## config.mk

```make
export PLATFORM = sky130hd
export DESIGN_NAME = imm_extend_pipe
export DESIGN_NICKNAME = d
export VERILOG_FILES = /design/src/rtl/imm_extend_pipe.sv
export SDC_FILE = /design/constraint.sdc
export NUM_CORES = 1
export LEC_CHECK = 0
export ABC_CLOCK_PERIOD_IN_PS = 1600
export CAP_MARGIN = 20
export CORE_MARGIN = 2
export CORE_UTILIZATION = 52
export DETAILED_ROUTE_END_ITERATION = 8
export GPL_TIMING_DRIVEN = 0
export MAX_ROUTING_LAYER = met4
export PLACE_DENSITY = 0.8
export SYNTH_ARGS = -nofsm -noshare
export SYNTH_HDL_FRONTEND = slang
export SYNTH_SLANG_ARGS = --single-unit
```

## constraint.sdc

```tcl
create_clock -name clk -period 1.6 [get_ports clk]
set_clock_uncertainty 0.2 [all_clocks]
set_input_delay 0.24 -clock clk [delete_from_list [all_inputs] [get_ports clk]]
set_output_delay 0.24 -clock clk [all_outputs]
set_load 0.03 [all_outputs]
```

## src/rtl/imm_extend_pipe.sv

```systemverilog
// imm_extend_pipe: RISC-V immediate extraction and extension behind a
// valid/ready interface. The block holds two entries: an output register (OUT)
// and a skid register (SKID). This lets in_ready depend only on registered
// state while still sustaining one transfer per cycle.
module imm_extend_pipe #(
  parameter int XLEN = 32,  // 32 or 64
  parameter int TAGW = 5
) (
  input  logic            clk,
  input  logic            reset,
  input  logic            in_valid,
  output logic            in_ready,
  input  logic [31:7]     Instr,
  input  logic [2:0]      ImmSrc,
  input  logic [TAGW-1:0] in_tag,
  output logic            out_valid,
  input  logic            out_ready,
  output logic [XLEN-1:0] ImmExt,
  output logic            Illegal,
  output logic [TAGW-1:0] out_tag
);

  typedef enum logic [2:0] {
    SRC_I     = 3'b000,
    SRC_S     = 3'b001,
    SRC_B     = 3'b010,
    SRC_J     = 3'b011,
    SRC_U     = 3'b100,
    SRC_SHAMT = 3'b101
  } imm_src_e;

  typedef struct packed {
    logic [XLEN-1:0] imm;
    logic            illegal;
    logic [TAGW-1:0] tag;
  } entry_t;

  entry_t     new_entry;
  logic [31:0] imm32;
  logic        illegal_src;

  entry_t out_q, out_d;
  entry_t skid_q, skid_d;
  logic   out_valid_q, out_valid_d;
  logic   skid_valid_q, skid_valid_d;

  logic accept;
  logic out_free;

  // Decode the 32-bit immediate for the requested format.
  always_comb begin
    // NOTE: every comb output gets a default first so no path infers a latch.
    imm32       = '0;
    illegal_src = 1'b0;
    case (ImmSrc)
      SRC_I:     imm32 = {{20{Instr[31]}}, Instr[31:20]};
      SRC_S:     imm32 = {{20{Instr[31]}}, Instr[31:25], Instr[11:7]};
      SRC_B:     imm32 = {{19{Instr[31]}}, Instr[31], Instr[7], Instr[30:25],
                          Instr[11:8], 1'b0};
      SRC_J:     imm32 = {{11{Instr[31]}}, Instr[31], Instr[19:12], Instr[20],
                          Instr[30:21], 1'b0};
      SRC_U:     imm32 = {Instr[31:12], 12'b0};
      SRC_SHAMT: imm32 = (XLEN == 64) ? {26'b0, Instr[25:20]}
                                      : {27'b0, Instr[24:20]};
      default:   illegal_src = 1'b1;
    endcase
  end

  // Widen to XLEN: every format is sign-extended from bit 31. SHAMT already
  // has bit 31 clear, so the same extension zero-extends it.
  assign new_entry.imm     = XLEN'($signed(imm32));
  assign new_entry.illegal = illegal_src;
  assign new_entry.tag     = in_tag;

  // SKID valid means both entries are full, so it alone gates acceptance.
  assign in_ready = !skid_valid_q && !reset;
  assign accept   = in_valid && in_ready;
  assign out_free = !out_valid_q || out_ready;

  // Next-state logic for the two-entry skid buffer.
  always_comb begin
    out_d        = out_q;
    out_valid_d  = out_valid_q;
    skid_d       = skid_q;
    skid_valid_d = skid_valid_q;
    if (out_free) begin
      if (skid_valid_q) begin
        // in_ready is low this cycle, so nothing new can arrive.
        out_d        = skid_q;
        out_valid_d  = 1'b1;
        skid_valid_d = 1'b0;
      end else if (accept) begin
        out_d       = new_entry;
        out_valid_d = 1'b1;
      end else begin
        out_valid_d = 1'b0;
      end
    end else if (accept) begin
      skid_d       = new_entry;
      skid_valid_d = 1'b1;
    end
  end

  // Register the buffer state; reset discards everything buffered.
  always_ff @(posedge clk) begin
    if (reset) begin
      // NOTE: the data registers are reset as well, because ImmExt, Illegal
      // and out_tag must read zero straight out of reset.
      out_q        <= '0;
      skid_q       <= '0;
      out_valid_q  <= 1'b0;
      skid_valid_q <= 1'b0;
    end else begin
      // NOTE: non-blocking assignments so every register samples pre-edge values.
      out_q        <= out_d;
      skid_q       <= skid_d;
      out_valid_q  <= out_valid_d;
      skid_valid_q <= skid_valid_d;
    end
  end

  assign out_valid = out_valid_q;
  assign ImmExt    = out_q.imm;
  assign Illegal   = out_q.illegal;
  assign out_tag   = out_q.tag;

endmodule

```

* Word-level counts from Yosys, hierarchy flattened *
Index checks and enable logic that the tools add are counted.

storage, ports and cells
  word-level logic and storage cells = 32
  output and inout port bits = 40
  flip-flop bits (word level) = 78

cells by class
  mux-type cells = 6
  bitwise gates (word level) = 1
  eq/ne operators = 5
  reductions and logical operators = 12

operator list
  kind                                                             number
  32-bit one-hot mux with 6 select lines                           1
  38-bit 2-to-1 mux                                                2
  3-bit by 2-bit == test with 1-bit output, second input constant  2
  3-bit == test, second input constant                             2
  6-bit OR reduction                                               1
  2-bit AND reduction                                              2
  3-bit by 1-bit == test with 1-bit output, second input constant  1
  1-bit zero test                                                  3
  3-bit zero test                                                  1
  1-bit 2-to-1 mux                                                 3
  1-bit logical AND                                                2
  2-bit nonzero test                                               1
  2-bit OR reduction                                               1
  1-bit logical OR                                                 1
  1-bit inverter                                                   1

* Logic depth before layout (Yosys ltp) *
  word-level depth = 5
  gate-level depth with buffers = 7
  mapped depth without buffers = 4

* Worst setup path after synthesis *
No wires, ideal clock.

  path type = register to register
  start = register out_valid_q, in the netlist out_valid
  end = register skid_q[25] in the netlist's numbering
  setup time = 0.132 ns
  arrival = 1.403 ns
  required time = 1.268 ns
  cell stages (with the launch flop) = 6
  slack = -0.135 ns
  clock period less this slack = 1.735 ns
  buffers on the path = 1
  cell sequence = dfxtp_1 -> and2b_2 -> nand3_2 -> buf_2 -> nor3_1 -> nor3_1

between the ends
  cells in the longest elaborated chain, start to end = 4

RTL lines
  what                           RTL line  RTL
  from (decl)                    44        logic out_valid_q, out_valid_d;
  from (signal assigned)         117       out_valid_q <= out_valid_d;
  1-bit zero test                78        assign out_free = !out_valid_q || out_ready;
  1-bit logical OR               78
  1-bit inverter (no line)       --
  2-bit AND reduction (no line)  --
  to (signal assigned)           116       skid_q <= skid_d;
  to (decl)                      43        entry_t skid_q, skid_d;

Every way passes these cells.
A chain may end at the register's enable or synchronous reset.

* Final worst setup path *
  start = register out_valid_q, in the netlist out_valid
  end = register skid_q[16] in the netlist's numbering

The elaborated chain is that of the path after synthesis.

==> impl_metrics.yaml <==
timing:
  relSlewSlack_pct: 51.69
  final.min_clock_period_ps: 1599
  setup_tns_ps: 0
  worstMarginPinSlew_ps: 724.6
  finalSetupViolCount: 0
  clock.fmax_mhz: 625.5
  rsz0062_at_grt: "true"
  finalMaxSlewViolations: 0
  fin_ws_ps: 1.331
  fin_crit_sh_pct: 99.92
  whs_ps: 31.94
  finalHoldViolations: 0
power_and_ir_drop:
  net-switching-power_mw: 1.313
  clockPowerShare_pct: 37.5
  power_density_mw_per_mm2: 901.9
  p_int_mw: 3.421
  seqPwrFrac_pct: 43.5
  p_leak_nw: 2.143
  worst_ir_drop_vdd_uv: 482.0
  comb_power_share_pct: 19.0
  switching_share_pct: 27.74
  finalPower_mw: 4.734
logic_synthesis:
  ys_seq_elements: 78
  synthCells: 462
  async_reset_ff_share_pct: 0
  synth_fp_nets: 499
  synth_ff_type: "dfxtp_1"
  avgSynthCellArea_um2: 8.482
  yosys_warnings: 0
  ys_types: 42
  synth_top_area_cell: "dfxtp_1"
  yosysTopAreaCellShare_pct: 39.85
  synth_edf_count: 0
  syn_area_mm2: 0.003919
  yosys-top-cells-area: "dfxtp_1, mux2i_1, a21oi_1"
  seq_area_frac_synth_pct: 39.85
route:
  drt_iter0_drc: 349
  vias_per_cell: 5.790
  drc_errors: 0
  firstDrtPassIters: 5
  wl_um: 11690
  wl_per_cell_um: 17.79
  antenna_left: 0
  dr_total_vias: 3804
critical_path:
  crit_buf_inv: 2
  slowest_stage: "dfxtp_4"
  arrival_ps: 1690
  r2r-start: "out_valid"
  worstPathRequired_ps: 1690
  rr_worst_depth: 6
  critPathMaxFanout: 7
  start_kind: "flip-flop"
  cp-end-kind: "flip-flop"
  rrSetupSlack_ps: 1
  cp_top_family: "simple AND/OR/NAND/NOR gates"
  critPathLaunch: "out_valid"
  max_stage_delay_ps: 360
  crit_type: "flip-flop to flip-flop"
  path_cells: "and2b_4 > and3_4 > buf_12 > buf_4 > nand3b_1 > a21oi_2"
  worstReg2RegEnd: "skid_q[16]"
place:
  dp_cells: 635
  port_buffers: 74
  dpl.hpwl_um: 7816
  placed_area_mm2: 0.004792
  place_congestion: 0.9076
  dp_slack_ps: -596.1
grt:
  gr-total-overflow: 0
  grt.total_usage_pct: 29.17
  grt_pass1_vias: 3789
  antenna_found_initial: 0
  grt_pass1_wl_um: 18660
  grt_max_degree: 14
floorplanning:
  coreArea_mm2: 0.007292
  rows: 31
  die_y_um: 90.81
  dieArea_mm2: 0.008246
  ios: 77
  die_x_um: 90.81
  initial_core_util_pct: 53.74
clock_tree:
  clock-sinks: 78
  clock_latency_ps: 350
  cts.htree.levels: 3
  tritoncts: "built"
  ctsHoldBuffers: 0
  clk_path_buf_depth: 2
  root_buffer: "clkbuf_8"
  clk_pin_slew_ps: 80
  cts_made_buffers: 9
layout:
  diodes: 0
  multi_input_area_mm2: 0.002150
  final_area_mm2: 0.005249
  seq_area_mm2: 0.001569
  instances_no_fill: 657
  finish.utilization_pct: 71.98
  layout_commonest_cell: "dfxtp_1"
  nets: 591
  final_cell_mix: "dfxtp_1, nor2_1, dlygate4sd2_1"
  drive_gt1_share_pct: 18.46
  fillerInstances: 582
  syn_to_final_growth_pct: 33.94
outcome:
  status: "complete, no violations"
worst_hold_path:
  whs_endpoint: "ImmExt[20]"
  min-delay-start: "reset"
  hold_path_class: "input pin to flip-flop"
  whs_path_depth: 3
run:
  cap_viol_max_count: 0
[metal layers]
metal	wire length, um	global-route usage, %	part of all wire, %
met1	4839	35.19	41
met5	0	-	0
met2	5758	48.88	49
met3	754	4.090	6.4
met4	337	12.50	2.9
[cells in the mapped netlist (3+ instances only)]
cell type and instances:
nor2_1 57, a211oi_1 3, inv_1 9, a211oi_2 11, nor3_1 27, mux2i_1 27, nand2b_1 19, nor3b_1 6
a311oi_2 4, o21ai_0 14, a21oi_1 43, buf_2 10, o311ai_0 7, o22ai_1 13, buf_6 8, dfxtp_1 78
buf_4 10, nand3_1 10, nand2_1 42, clkbuf_1 13, o21ai_1 4, a21o_1 11, nand3b_1 15
[kinds of logic after synthesis]
family                    count (synthesis)  share of synthesized area [%]
AOI/OAI and AO/OA                       117                          21.42
xor gates and xnor gates                  1                         0.2235
buffers and inverters                    52                          7.822
DFF                                      78                          39.85
muxes                                    27                          6.897
and+or+nand+nor                         187                          23.79
[worst min-delay path: stages]
cell      delay [ps]
buf_6            120
nand2b_1         110
o22ai_1           70
[sequential cells by signal, summed over array words and instances, names as in the netlist]
register and cells:
skid_q 38, ImmExt 32, out_tag 5, Illegal 1, out_valid 1, skid_valid_q 1
[area by class of cell]
type	count	share of cell area, %
multi-input cells	332	40.95
flip-flops and latches	78	29.89
repair buffers	82	15.18
plain buffers	41	6.436
clock buffers	10	2.431
well taps	99	2.360
clock inverters	5	2.026
inverters	10	0.7151
[worst max path at each step]
stage,depth (start not counted),slack [ps],end
after floorplan,6,20,skid_q[33]
after global placement,6,-580,ImmExt[18]
after detailed placement,5,-600,ImmExt[18]
after CTS,1,10,ImmExt[7]
after global routing,5,-30,Illegal
final,6,1,skid_q[16]
[what timing repair did]
action                     CTS  global route
gates cloned                 1             1
setup endpoints to repair  116            46
resized for setup           74            30
pin swaps                    3             4
buffers inserted             6             0
[power groups by stage]
stage	clock, mW	sequential (mW)	combinational (mW)
finish	1.77	2.06	0.899
global route	1.84	2.07	0.957
CTS	1.78	2.06	0.868
detailed placement	0	2.11	0.876
global placement	0	2.10	0.860
floorplan	0	2.22	0.419
Note: power is estimated with default switching activity, not from simulation.
